**config.mk**
```make
export PLATFORM = sky130hd
export DESIGN_NAME = wb_regfile
export DESIGN_NICKNAME = d
export VERILOG_FILES = /design/src/rtl/wb_regfile.sv
export SDC_FILE = /design/constraint.sdc
export NUM_CORES = 2
export LEC_CHECK = 0
export CAP_MARGIN = 20
export CORE_ASPECT_RATIO = 0.9
export CORE_MARGIN = 3
export CORE_UTILIZATION = 25
export CTS_CLUSTER_DIAMETER = 120
export DETAILED_ROUTE_END_ITERATION = 12
export PLACE_DENSITY = 0.38
export SYNTH_ARGS = -nofsm -noshare
export SYNTH_HDL_FRONTEND = slang
export SYNTH_SLANG_ARGS = --single-unit
```
**constraint.sdc**
```tcl
create_clock -name clk -period 3.4 [get_ports clk]
set_input_delay 0.68 -clock clk [delete_from_list [all_inputs] [get_ports clk]]
set_output_delay 0.68 -clock clk [all_outputs]
set_load 0.05 [all_outputs]
```
**src/rtl/wb_regfile.sv**
```systemverilog
// Write-back stage register file: 32x32 storage, two combinational read ports
// with same-cycle write-through bypass, and a committed-write counter.

module wb_regfile_rdport #(
  parameter int DEPTH = 32,
  parameter int AW    = 5,
  parameter int DW    = 32
) (
  input  logic                      rst,
  input  logic [AW-1:0]             addr,
  input  logic [DEPTH-1:0][DW-1:0]  mem,
  input  logic                      wr_en,
  input  logic [AW-1:0]             wr_addr,
  input  logic [DW-1:0]             wr_data,
  output logic [DW-1:0]             data
);
  // Reads are forced to zero while reset is held, which also disables bypass.
  always_comb begin
    data = '0;
    if (rst) begin
      if (wr_en && (wr_addr == addr)) data = wr_data;
      else                            data = mem[addr];
    end
  end
endmodule

module wb_regfile (
  input  logic        clk,
  input  logic        rst,
  input  logic        wb_lwsrc,
  input  logic [4:0]  wb_write_addr_o,
  input  logic        wb_reg_write,
  input  logic [31:0] wb_movsrc_result,
  input  logic [31:0] wb_DM_out,
  input  logic [4:0]  read_addr1,
  input  logic [4:0]  read_addr2,
  output logic [31:0] read_data1,
  output logic [31:0] read_data2,
  output logic [31:0] wb_write_data,
  output logic [31:0] retire_cnt
);
  localparam int DEPTH  = 32;
  localparam int AW     = 5;
  localparam int DW     = 32;
  localparam int NUM_RD = 2;

  typedef struct packed {
    logic          en;
    logic [AW-1:0] addr;
    logic [DW-1:0] data;
  } wr_req_t;

  logic [DEPTH-1:0][DW-1:0] mem;
  logic [31:0]              cnt_q;
  wr_req_t                  wr;
  logic [NUM_RD-1:0][AW-1:0] rd_addr;
  logic [NUM_RD-1:0][DW-1:0] rd_data;

  assign wb_write_data = wb_lwsrc ? wb_DM_out : wb_movsrc_result;
  assign wr.en   = wb_reg_write;
  assign wr.addr = wb_write_addr_o;
  assign wr.data = wb_write_data;

  // Reset wins over a concurrent write; entry 0 is an ordinary register.
  always_ff @(posedge clk) begin
    if (!rst) begin
      mem   <= '0;
      cnt_q <= '0;
    end else if (wr.en) begin
      mem[wr.addr] <= wr.data;
      cnt_q        <= cnt_q + 32'd1;
    end
  end

  assign retire_cnt = cnt_q;
  assign rd_addr[0] = read_addr1;
  assign rd_addr[1] = read_addr2;

  for (genvar p = 0; p < NUM_RD; p++) begin : g_rd
    wb_regfile_rdport #(.DEPTH(DEPTH), .AW(AW), .DW(DW)) u_rd (
      .rst     (rst),
      .addr    (rd_addr[p]),
      .mem     (mem),
      .wr_en   (wr.en),
      .wr_addr (wr.addr),
      .wr_data (wr.data),
      .data    (rd_data[p])
    );
  end

  assign read_data1 = rd_data[0];
  assign read_data2 = rd_data[1];
endmodule
```
==> Word level (Yosys, flattened, before mapping) <==
Cells that the tools add are included.
{ "classes": {"n_addsub": 1, "n_mul": 0, "div": 0, "magnitude_cmp": 4, "eq_ne": 2, "n_shift": 0, "muxes": 12, "bitwise_logic": 0, "reduce_logical": 3} }
{ "ops": {"columns": ["operator", "count"], "rows": [
  ["$bwmux W1024", 1],
  ["$bmux W32 S5", 2],
  ["$mux W32", 8],
  ["$demux W32 S5", 1],
  ["$add A32 B1 Y32 const B", 1],
  ["$lt A5 B6 Y1 const B", 3],
  ["$eq A5 B5 Y1", 2],
  ["$ge A5 B1 Y1 const B", 1],
  ["$logic_and A1 B1 Y1", 3]
]} }
{ "totals": {"register_bits": 1056, "latchBits": 0, "mem_bits_rw": 0, "rom_bits": 0, "in_bits": 83, "output_inout_bits": 128, "wordCells": 55, "mem_count": 0} }

==> Depth between registers and ports, before layout <==
{ "depth": {"depth_word": 5, "depth_mapped": 11, "mapped_depth_nobuf": 7} }

==> Cells and area by module <==
From an unflattened synthesis, not the netlist that was laid out.
{ "hier_totals": {"cells_unflattened": 5648, "area_unflattened_um2": 59848.6} }
{ "modules_own_cells": {"columns": ["mod", "instances", "cells_each", "area_each_um2", "seq_area_each_um2"], "rows": [
  ["wb_regfile", 1, 3770, 40535.1, 21140.3],
  ["wb_regfile_rdport", 2, 939, 9656.8, 0.0]
]} }

==> Worst setup path after synthesis <==
No wires, ideal clock.
{ "synth_timing": {"path_type": "input-to-output", "startpoint": "input read_addr2[0]", "endpoint": "output read_data2[22]", "arrival_ns": 3.028, "slack_ns": -0.308, "cell_stages": 9, "path_buffers": 3, "cell_sequence": "buf_6 buf_12 buf_8 mux2i_1 a221oi_1 o21ai_1 a21oi_1 nor2b_1 o32ai_1"} }
{ "synth_via": {"elab_chain_len": 4} }
{ "synth_rtl": {"columns": ["item", "line", "source"], "rows": [
  ["from (decl)", "36", "input logic [4:0] read_addr2,"],
  ["$bmux W32 S5 or $eq A5 B5 Y1 (tied branches)", "22, 21", null],
  ["$mux W32 (implied by the code) or $logic_and A1 B1 Y1 (tied branches)", "22, 21", null],
  ["$mux W32 (*)", "21", "if (wr_en && (wr_addr == addr)) data = wr_data;"],
  ["$mux W32 (*)", "20", "if (rst) begin"],
  ["to (decl)", "38", "output logic [31:0] read_data2,"]
]} }
Mark *: on every way between the ends. The rest lies on a longest branch, timed or not. The select of a mux whose other input is x is not followed.

==> Worst setup path after layout <==
{ "layout_timing": {"startpoint": "input read_addr1[0]", "endpoint": "output read_data1[8]"} }
{ "layout_via": {"elab_chain_len": 4} }
{ "layout_rtl": {"columns": ["item", "line", "source"], "rows": [
  ["from (decl)", "35", "input logic [4:0] read_addr1,"],
  ["$bmux W32 S5 or $eq A5 B5 Y1 (tied branches)", "22, 21", null],
  ["$mux W32 (implied by the code) or $logic_and A1 B1 Y1 (tied branches)", "22, 21", null],
  ["$mux W32 (*)", "21", null],
  ["$mux W32 (*)", "20", null],
  ["to (decl)", "37", "output logic [31:0] read_data1,"]
]} }
Marks and branches as above.

==> metrics <==
hpwl dp=179 mm; worst reg2reg startpoint=retire_cnt[0]; Crit path max-delay family=buffers and inverters; smallest hold slack=0.417 ns; GR Util met1=32.5%; Core Area=about 220,000 sq um; hold path startpoint=rst; Die Area=between 200,000 and 250,000 sq um; Initial DRC Count=4,834; Post-Syn Area per Cell=slightly above 10 sq um; worst-margin pin slew=1.24 ns; crit-path most repeated cell=buf_12; Total GRT Usage=23.4%; grt met3 use=3.96%; dpl cell area=67,200 sq um; synth top area cells=dfxtp_1, o211a_1, mux4_2; vias post-DR=49,100; Worst R2R Setup Slack=1.43 ns; area delta synth->final=34.4%; share of layout cells above drive strength 1=30.2%; clock sink total=about 1,100; synthesized cell area=56,600 sq um; HP Class=in2reg; Num CTS Buffers=~130; Post-Syn Nets=5,540; Async SR Flop Fraction=0%; Layout Skew=0.0158 ns; nets=about 6,000; max-slew violation count=0; register area share after synthesis=37.4%; vias in the first global route=47,100; met2 GRT Util=37.0%; worst reg-to-reg path cell count=8; Yosys reg bits=1,056; cell count after synthesis=5,456; Synth cell types=66; global route overflow=0; Worst Path Buf+Inv=6; slowest stage delay, CP=0.52 ns; Max Cap Viol=0; hold path depth=3; initial antenna violation count=12; die width=507 um; achievable frequency=280 MHz; Worst EP required=2.72 ns; IO buf count=210; clock tree buffer depth=3; post-route cell area=~76,000 sq um; Hold Path Sink=mem[951]; period utilisation layout=105%; Routed Antenna Nets=0; Worst Setup End Kind=primary output; clock network latency to the later pin of the worst-skew pair=0.78 ns; Static Leakage=between 30 and 40 nW; CTS root buf=clkbuf_16; status=complete, but fails checks; crit-path cells=buf_16 > buf_12 > buf_12 > buf_16 > mux4_2 > or2_4 > a31oi_4 > o31ai_2 > a21oi_1 > buf_4 > o22ai_4 > buf_12; drt pass-1 iters=6; Worst path slowest cell=mux4_2; Worst-path clk slew=0.06 ns; number of synthesized flops with an enable pin=0; post-cts hold buffer count=0; maximum VDD drop=0.440 mV; first-pass GRT wire length=slightly below 400 mm; CTS tree=yes; initial core utilization=25.2%; Vias/cell=5.45; pwr dens=428 nW/um^2; unrepaired setup endpoints after global routing=true; GPL Wtd Cong=around 0.82; Synth area leader=dfxtp_1; CP Launch Type=input port; fin crit period=approximately 3.6 ns; drt total wl=281 mm; Synth top area share=37.4%; Final TNS setup=-2.36 ns; Syn. warnings=0; H-tree Lvls=4; CP Class=in2out; RR Endpoint=retire_cnt[20]; Final WS setup=-0.173 ns; Remaining DRCs=0; FP Rows=165; headroom to the max-slew limit=about 17%; GR peak layer=met2; largest net degree at the start of global routing=186; CP Data Arrival Time=2.89 ns; final hold violations=0; Worst Path Max Fanout=7; failing checks=setup timing; most used flip-flop cell after synthesis=dfxtp_1; post-DR wirelength/cell=~31 um; Setup-failing EPs final=37; Die Y=about 460 um; io pins=211
repair_timing:
action                                  CTS  global route
pin swaps                                96           130
buffers inserted                         96            92
gates cloned                             12             8
gates resized for setup                 374           231
endpoints found under the setup margin   64            63
per-stage QoR:
stage	total power, mW	setup WS (ns)	std cells	utilization, %
floorplan	15.2	-0.00517	5456	-
global placement	17.6	-0.861	8598	29.9
detailed placement	17.6	-0.807	8598	29.9
CTS	32.6	-0.225	8932	33.1
global route	33.5	-0.210	9005	33.8
finish	32.5	-0.173	9006	33.8
synthesized netlist by cell type (all sizes together), types with 21 or more instances:
cell type and instances:
nand2 1084, dfxtp 1056, o211a 1024, mux2i 388
clkbuf 383, mux4 344, buf 269, o21ai 146
a221oi 91, a21oi 68, nor2 66, a22oi 64
nand3 49, o22ai 48, o211ai 46, inv 37
and2 33, a221o 29, nor3 28, mux2 26
xnor2 21
cell type report:
cell class	instances	area, sq um
Antenna cell	3	7.51
Clock buffer	189	3870
Clock inverter	44	477
Fill cell	22400	149000
Inverter	39	153
Multi-Input combinational cell	3709	34400
Sequential cell	1056	21200
Tap cell	3006	3760
Timing Repair Buffer	960	12200
sequential cells by signal, indices dropped and copies added, names as in the netlist:
register	cells
mem	1024
retire_cnt	32
power breakdown:
part / internal, mW / switching, mW / leakage [nW] / total (mW)
Combinational: 2.16 / 3.16 / 28.7 / 5.32
Sequential: 12.5 / 0.127 / 8.53 / 12.7
Clock: 8.47 / 6.06 / 2.17 / 14.5
metal layers:
metal	vias to the layer above	part of all wire, %
met2	1708	45
li1	21600	-
met1	25400	45
met5	-	0
met4	0	3.3
met3	337	6.3
how the worst max path moves through the flow:
stage                              from        endpoint  slack, ns  depth (start not counted)
after floorplan           read_addr2[1]  read_data2[23]     -0.005                          8
after global placement    read_addr1[0]  read_data1[29]      -0.86                         11
after detailed placement  read_addr2[2]   read_data2[6]      -0.81                         11
after CTS                      mem[615]   read_data2[7]      -0.22                          6
after global routing      read_addr1[0]   read_data1[8]      -0.21                         13
final                     read_addr1[0]   read_data1[8]      -0.17                         12
layout by cell type, fill, tap and decap left out, types with 21 or more instances in the layout:
cell type / synthesis / final
o211ai_1: 46 / 46
mux2i_4: 0 / 36
a221o_1: 29 / 29
clkdlybuf4s50_1: 0 / 97
clkbuf_16: 0 / 148
nand2_1: 1084 / 1077
mux2i_1: 388 / 347
inv_1: 35 / 34
o21ai_4: 0 / 21
dfxtp_1: 1056 / 1036
clkbuf_8: 0 / 23
mux4_2: 344 / 344
buf_6: 49 / 71
buf_8: 4 / 31
clkbuf_1: 383 / 28
nand3_1: 49 / 36
a22oi_1: 64 / 51
clkinv_2: 0 / 29
o21ai_2: 0 / 35
nor2_4: 0 / 37
buf_12: 11 / 272
o22ai_4: 0 / 27
buf_4: 20 / 443
a221oi_2: 23 / 39
mux2_2: 22 / 22
o21ai_1: 96 / 59
a21oi_1: 68 / 44
and2_1: 32 / 29
o21ai_0: 50 / 31
a221oi_1: 68 / 44
o211a_1: 1024 / 1024
buf_16: 0 / 28
a21oi_2: 0 / 23
tightest hold or removal path, cell delays in order:
cell and delay (ns):
buf_8 0.14, buf_12 0.19, o211a_1 0.13
cells by family after synthesis:
logic type,synth area share (%)
compound gates,25.2
flops,37.4
fa+ha+maj,0.0221
mux,21.1
buf+inv,6.15
simple gates,9.58
xor+xnor,0.604
Note: power is estimated with default switching activity, not from simulation.
